$ cat src/rtl/robo_arena_pkg.sv
// robo_arena_pkg: shared encodings for the robot arena.
// Heading encoding, grid geometry, one-hot command encoding and cell indexing.
package robo_arena_pkg;

  localparam int GRID_SIZE = 8;
  localparam logic [2:0] GRID_MAX = 3'(GRID_SIZE - 1);

  // Headings step clockwise: N(y+1), E(x+1), S(y-1), W(x-1).
  typedef enum logic [1:0] {
    HEAD_N = 2'd0,
    HEAD_E = 2'd1,
    HEAD_S = 2'd2,
    HEAD_W = 2'd3
  } heading_t;

  // Command bits as {remove, turn, forward}; anything else is idle or illegal.
  typedef enum logic [2:0] {
    CMD_NONE    = 3'b000,
    CMD_FORWARD = 3'b001,
    CMD_TURN    = 3'b010,
    CMD_REMOVE  = 3'b100
  } cmd_t;

  // One neighbouring cell: coordinates plus a flag for stepping off the grid.
  typedef struct packed {
    logic       out;
    logic [2:0] x;
    logic [2:0] y;
  } cell_t;

  // Bit position of cell (x,y) in the 64-bit wall and debris maps.
  function automatic logic [5:0] cell_index(input logic [2:0] x, input logic [2:0] y);
    return {y, x};
  endfunction

endpackage

$ cat src/rtl/arena_neighbor.sv
// arena_neighbor: combinational lookup of the cell ahead of the robot and
// the cell to its left (90 degrees counter-clockwise), with off-grid flags.
module arena_neighbor
  import robo_arena_pkg::*;
(
  input  logic [2:0] pos_x,
  input  logic [2:0] pos_y,
  input  logic [1:0] heading,
  output logic [2:0] ahead_x,
  output logic [2:0] ahead_y,
  output logic       ahead_out,
  output logic [2:0] left_x,
  output logic [2:0] left_y,
  output logic       left_out
);

  cell_t ahead_cell;
  cell_t left_cell;

  // One step from (x,y) along dir; out is set when the step leaves the grid,
  // in which case the wrapped coordinates are meaningless.
  function automatic cell_t step_cell(input logic [2:0] x, input logic [2:0] y,
                                      input logic [1:0] dir);
    cell_t c;
    c.x   = x;
    c.y   = y;
    c.out = 1'b0;
    case (heading_t'(dir))
      HEAD_N: begin c.y = y + 3'd1; c.out = (y == GRID_MAX); end
      HEAD_E: begin c.x = x + 3'd1; c.out = (x == GRID_MAX); end
      HEAD_S: begin c.y = y - 3'd1; c.out = (y == 3'd0);     end
      default: begin c.x = x - 3'd1; c.out = (x == 3'd0);    end
    endcase
    return c;
  endfunction

  // Counter-clockwise neighbour is heading-1 modulo 4.
  assign ahead_cell = step_cell(pos_x, pos_y, heading);
  assign left_cell  = step_cell(pos_x, pos_y, heading - 2'd1);

  assign ahead_x   = ahead_cell.x;
  assign ahead_y   = ahead_cell.y;
  assign ahead_out = ahead_cell.out;
  assign left_x    = left_cell.x;
  assign left_y    = left_cell.y;
  assign left_out  = left_cell.out;

endmodule

$ cat src/rtl/robo_arena.sv
// robo_arena: 8x8 grid robot with held-command action timer, registered
// sensors and a debris map. Define ROBO_ARENA_COLLISION_CNT_EN to build the
// blocked-move counter; otherwise collisions reads as zero.
module robo_arena
  import robo_arena_pkg::*;
#(
  parameter int          ACT_CYCLES  = 4,
  parameter logic [63:0] WALL_MAP    = 64'h0,
  parameter logic [63:0] DEBRIS_INIT = 64'h0,
  parameter int          START_X     = 0,
  parameter int          START_Y     = 0,
  parameter int          START_DIR   = 0
) (
  input  logic       clock,
  input  logic       reset,
  input  logic       forward,
  input  logic       turn,
  input  logic       remove,
  output logic       head,
  output logic       left,
  output logic       under,
  output logic       barrier,
  output logic [2:0] pos_x,
  output logic [2:0] pos_y,
  output logic [1:0] heading,
  output logic [6:0] debris_left,
  output logic [7:0] collisions,
  output logic       cmd_err,
  output logic       done
);

  localparam logic [3:0] ACT_LAST     = 4'(ACT_CYCLES - 1);
  localparam logic [2:0] HOME_X       = 3'(START_X);
  localparam logic [2:0] HOME_Y       = 3'(START_Y);
  localparam logic [1:0] HOME_DIR     = 2'(START_DIR);
  localparam logic [6:0] DEBRIS_COUNT = 7'($countones(DEBRIS_INIT));

  logic [2:0]  pos_x_reg;
  logic [2:0]  pos_y_reg;
  logic [1:0]  heading_reg;
  logic [63:0] debris_reg;
  logic [6:0]  debris_left_reg;
  logic        cmd_err_reg;
  logic [3:0]  timer_reg;
  logic [2:0]  prev_cmd_reg;
  logic        head_reg;
  logic        left_reg;
  logic        under_reg;
  logic        barrier_reg;

  logic [2:0] ahead_x;
  logic [2:0] ahead_y;
  logic       ahead_out;
  logic [2:0] left_x;
  logic [2:0] left_y;
  logic       left_out;
  logic [5:0] ahead_idx;
  logic [5:0] left_idx;
  logic       ahead_wall;
  logic       ahead_debris;
  logic       left_wall;
  logic       at_home;

  logic [2:0] cmd;
  logic       cmd_valid;
  logic       cmd_multi;
  logic [3:0] timer_eff;
  logic       fire;

  arena_neighbor u_neighbor (
    .pos_x     (pos_x_reg),
    .pos_y     (pos_y_reg),
    .heading   (heading_reg),
    .ahead_x   (ahead_x),
    .ahead_y   (ahead_y),
    .ahead_out (ahead_out),
    .left_x    (left_x),
    .left_y    (left_y),
    .left_out  (left_out)
  );

  // Off-grid cells behave as walls and never hold debris.
  assign ahead_idx    = cell_index(ahead_x, ahead_y);
  assign left_idx     = cell_index(left_x, left_y);
  assign ahead_wall   = ahead_out || WALL_MAP[ahead_idx];
  assign left_wall    = left_out || WALL_MAP[left_idx];
  assign ahead_debris = !ahead_out && debris_reg[ahead_idx];
  assign at_home      = (pos_x_reg == HOME_X) && (pos_y_reg == HOME_Y);

  // A new command restarts the count at zero; the action fires on the cycle
  // the running count reaches ACT_CYCLES-1.
  assign cmd       = {remove, turn, forward};
  assign cmd_valid = (cmd == CMD_FORWARD) || (cmd == CMD_TURN) || (cmd == CMD_REMOVE);
  assign cmd_multi = (cmd != CMD_NONE) && !cmd_valid;
  assign timer_eff = (cmd == prev_cmd_reg) ? timer_reg : 4'd0;
  assign fire      = cmd_valid && (timer_eff == ACT_LAST);

  // Pose, debris map, command timer, error flag and registered sensors.
  always_ff @(posedge clock) begin
    if (reset) begin
      pos_x_reg       <= HOME_X;
      pos_y_reg       <= HOME_Y;
      heading_reg     <= HOME_DIR;
      debris_reg      <= DEBRIS_INIT;
      debris_left_reg <= DEBRIS_COUNT;
      cmd_err_reg     <= 1'b0;
      timer_reg       <= 4'd0;
      prev_cmd_reg    <= CMD_NONE;
      head_reg        <= 1'b0;
      left_reg        <= 1'b0;
      under_reg       <= 1'b0;
      barrier_reg     <= 1'b0;
    end else begin
      head_reg    <= ahead_wall;
      left_reg    <= left_wall;
      under_reg   <= at_home;
      barrier_reg <= ahead_debris;

      if (cmd_multi) begin
        cmd_err_reg <= 1'b1;
      end

      if (cmd_valid) begin
        prev_cmd_reg <= cmd;
        timer_reg    <= fire ? 4'd0 : timer_eff + 4'd1;
      end else begin
        prev_cmd_reg <= CMD_NONE;
        timer_reg    <= 4'd0;
      end

      if (fire) begin
        case (cmd)
          CMD_TURN: heading_reg <= heading_reg + 2'd1;
          CMD_FORWARD: begin
            if (!ahead_wall && !ahead_debris) begin
              pos_x_reg <= ahead_x;
              pos_y_reg <= ahead_y;
            end
          end
          CMD_REMOVE: begin
            if (ahead_debris) begin
              debris_reg[ahead_idx] <= 1'b0;
              debris_left_reg       <= debris_left_reg - 7'd1;
            end
          end
          default: ;
        endcase
      end
    end
  end

`ifdef ROBO_ARENA_COLLISION_CNT_EN
  logic [7:0] collisions_reg;
  logic       blocked_move;

  assign blocked_move = fire && (cmd == CMD_FORWARD) && (ahead_wall || ahead_debris);

  // Saturating count of forward actions that could not move.
  always_ff @(posedge clock) begin
    if (reset) begin
      collisions_reg <= 8'd0;
    end else if (blocked_move && (collisions_reg != 8'hFF)) begin
      collisions_reg <= collisions_reg + 8'd1;
    end
  end

  assign collisions = collisions_reg;
`else
  assign collisions = 8'd0;
`endif

  assign pos_x       = pos_x_reg;
  assign pos_y       = pos_y_reg;
  assign heading     = heading_reg;
  assign debris_left = debris_left_reg;
  assign cmd_err     = cmd_err_reg;
  assign done        = (debris_left_reg == 7'd0);
  assign head        = head_reg;
  assign left        = left_reg;
  assign under       = under_reg;
  assign barrier     = barrier_reg;

endmodule
$ cat config.mk
export PLATFORM = sky130hd
export DESIGN_NAME = robo_arena
export DESIGN_NICKNAME = d
export VERILOG_FILES = /design/src/rtl/robo_arena_pkg.sv /design/src/rtl/arena_neighbor.sv /design/src/rtl/robo_arena.sv
export SDC_FILE = /design/constraint.sdc
export NUM_CORES = 1
export LEC_CHECK = 0
export BUFFER_PORTS_ARGS = -buffer_cell sky130_fd_sc_hd__buf_2
export CAP_MARGIN = 20
export CORE_MARGIN = 2
export CORE_UTILIZATION = 66
export DETAILED_ROUTE_END_ITERATION = 12
export PLACE_DENSITY = 0.86
export SETUP_SLACK_MARGIN = 0.3
export SLEW_MARGIN = 20
export SYNTH_ARGS = -nofsm -noshare
export SYNTH_HDL_FRONTEND = slang
export SYNTH_SLANG_ARGS = --single-unit
$ cat constraint.sdc
create_clock -name clock -period 12.5 [get_ports clock]
set_clock_uncertainty 0.15 [all_clocks]
set_input_delay 2.5 -clock clock [delete_from_list [all_inputs] [get_ports clock]]
set_output_delay 2.5 -clock clock [all_outputs]
set_load 0.02 [all_outputs]
==> metrics.txt <==
grt total ovfl 0; Clk pin slew, worst setup/hold paths 0.10 ns; RSZ-0062 raised after global routing false; CP Data Required Time 12.62 ns; Post-CTS Resized 0; Seq cells post-synth 91; starting density of the core 68.1%; PortBufs 25; initial antenna violation count 0; CTS Sinks 91; first-pass GRT wire length 20.3 mm; Worst path depth 12; Die Y 93.3 um; fraction of layout cells with a size suffix above 1 15.2%; Final Core Density 71.2%; HP Class reg2reg; area taken by multi-input logic gates 2860 sq um; # hold bufs at CTS 0; outcome complete, no violations; Root Driver clkbuf_8; First-pass DRT Iterations 5; Core Area 7730 sq um; nature of the critical path startpoint register; setup bufs post-CTS 0; Comb power frac 2.6%; P_leak 1.77 nW; top cell type's share of synthesized area 34.6%; R2R Setup Slk 5.75 ns; Reg power frac 56.2%; Critical-path top delay cell fa_1; Die Wd 93.3 um; Max Clk Rate 0.148 GHz; Post-Syn Area 5260 sq um; critical path's largest stage delay 1.01 ns; Synth Instances 560; CTS buffer count 9; count leader, synth dfxtp_1; CP Data Arrival Time 6.86 ns; crit path from pos_x[0]$_SDFFE_PP0P_; Die ar. 8700 sq um; endpoints failing setup 0; commonest cells in the netlist dfxtp_1, inv_1, a311oi_1; GRT Total Usage 29.3%; max-cap violations 0; Reg area 1820 sq um; Max FO, Critical Path 65; Synth Warn # 0; ANT cells 0; # DRC 0; r2r endpoint debris_left[0]$_SDFFE_PP0P_; Cell Chain, Critical Path inv_1, fa_1, buf_4, or3b_1, o22ai_2, a222oi_1, nand3_1, and4b_4, nand4_1, nor2_4, buf_4, mux2_1; post-synth cell types 77; DRT Wirelength 12.2 mm; r2r startpoint pos_x[0]$_SDFFE_PP0P_; GPL Wtd Cong 0.850; fin crit period 6.75 ns; ys async rst share 0%; top post-synthesis cells by area dfxtp_1, a311oi_1, mux2i_1; Clock power frac 41.2%; WS Path Type reg2reg; CP Buf/Inv Count 3; Via Count 4440; Avg Inst Size Synth 9.40 sq um; Top delay family on crit path simple AND/OR/NAND/NOR gates; internal power 0.390 mW; crit share post-route 54.0%; std cell rows 32; Sw Share 24.7%; maximum clock insertion buffer count 2; NetSw 0.128 mW; DRT iter0 DRCs 391; total power 0.518 mW; Vias/cell 6.67; Fin. Hold Viols 0; VDD IR max 84.6 uV; Largest register FFs 64; sum of negative setup slack 0 ns; pin count of the biggest net entering global routing 96; Final nets 574; worst setup path end debris_left[0]$_SDFFE_PP0P_; fill cell count 591; vias in the first global route 4220; Crit. End Element register; TritonCTS clock tree done; Synth area leader dfxtp_1; Slew @ Worst Pin 1.01 ns; R2R cell count 12; hpwl dp 7.98 mm; clk_lat worst skew 0.38 ns; number of synthesized flops with an enable pin 0; H-tree depth 3; sequential area share after synthesis 34.6%; Slew Limit Fails 0; Post-synth top flop dfxtp_1; Final ANT Viol Nets 0; Slew HR 32.6%; synth-to-layout area growth 4.57%; Routed wire per std cell 18.3 um; Power Dens Cells 94.1 nW/um^2; IO Pins 34; cell mode on critical path buf_4
==> worst reg2reg max path, delay by kind of cell, from the launching register on <==
family,cells,cell delay (ns)
and+or+nand+nor,5,1.61
muxes,1,0.38
DFF,1,1.00
AOI/OAI and AO/OA,2,0.99
adders and majority gates,1,1.02
buffers and inverters,3,1.49
==> how the worst min path moves through the flow <==
stage,startpoint,to,depth (start not counted)
4_1_cts,debris_reg[44]$_SDFFE_PP0P_,debris_reg[44]$_SDFFE_PP0P_,2
6_report,debris_reg[44]$_SDFFE_PP0P_,debris_reg[44]$_SDFFE_PP0P_,2
5_1_grt,debris_reg[59]$_SDFFE_PP0P_,debris_reg[59]$_SDFFE_PP0P_,2
2_1_floorplan,debris_reg[58]$_SDFFE_PP0P_,debris_reg[58]$_SDFFE_PP0P_,2
3_5_place_dp,debris_reg[44]$_SDFFE_PP0P_,debris_reg[44]$_SDFFE_PP0P_,2
3_3_place_gp,debris_reg[29]$_SDFFE_PP0P_,debris_reg[29]$_SDFFE_PP0P_,2
==> metal layers <==
layer	part of all wire (%)	GRT usage, %	vias to the layer above
li1	-	-	2066
met1	42	36.7	2148
met2	49	48.9	187
met3	5.6	4.59	39
met4	3.4	15.0	0
met5	0	0	-
==> stage by stage <==
step,setup slack (ns),hold slack [ns],std cells,instance area (sq um)
after floorplan,7.42,0.255,567,5290
after CTS,5.87,0.282,666,5490
after global placement,6.10,0.265,650,5280
after detailed placement,5.90,0.267,650,5290
final,5.75,0.283,666,5500
after global routing,5.36,0.302,666,5500
==> area by class of cell <==
| class | count | share of cell area (%) |
|---|---|---|
| tap | 102 | 2.32 |
| multi-input combinational | 346 | 52.0 |
| inverter | 76 | 5.19 |
| sequential | 91 | 33.1 |
| clock buffer | 9 | 2.25 |
| clock inverter | 7 | 1.50 |
| timing repair buffer | 35 | 3.64 |
==> cell usage in the layout (no fill, tap or decap), types with 4 or more instances in the layout <==
cell type and instances:
inv_1 76, dfxtp_1 91, nand2_1 19, nor2b_1 10
nand4_1 4, nand2b_1 8, nor3_1 6, a21oi_1 14
a31oi_1 4, mux2i_1 38, xnor2_1 5, o21ai_1 4
ha_1 8, a2111oi_2 4, mux4_2 9, a221oi_1 5
nor2_1 20, buf_4 10, nand3_1 18, xor2_1 4
conb_1 8, a311oi_1 65, mux2_1 4, or3_1 7
o31ai_1 4, clkbuf_8 9, o21ai_0 4, buf_2 25
==> logic make-up (layout without fill, tap and decap cells) <==
| family | count (synthesis) | in the layout | synth area share, % |
|---|---|---|---|
| AO/OA/AOI/OAI | 136 | 136 | 21.5 |
| buffers and inverters | 130 | 127 | 12.0 |
| AND/OR/NAND/NOR | 126 | 126 | 13.5 |
| flip-flops | 91 | 91 | 34.6 |
| multiplexers | 56 | 56 | 13.9 |
| adder cells (fa/ha/maj) | 11 | 11 | 2.85 |
| XOR/XNOR | 9 | 9 | 1.50 |
| other | 1 | 8 | 0.0713 |
==> power by group through the flow <==
| stage | Sequential [mW] | Combinational [mW] | Clock [mW] |
|---|---|---|---|
| 2_1_floorplan | 0.299 | 0.0119 | 0 |
| 3_3_place_gp | 0.298 | 0.0126 | 0 |
| 3_5_place_dp | 0.298 | 0.0130 | 0 |
| 4_1_cts | 0.291 | 0.0130 | 0.213 |
| 5_1_grt | 0.291 | 0.0143 | 0.226 |
| 6_report | 0.291 | 0.0132 | 0.213 |
No activity file was read; power rests on OpenSTA's default activity.
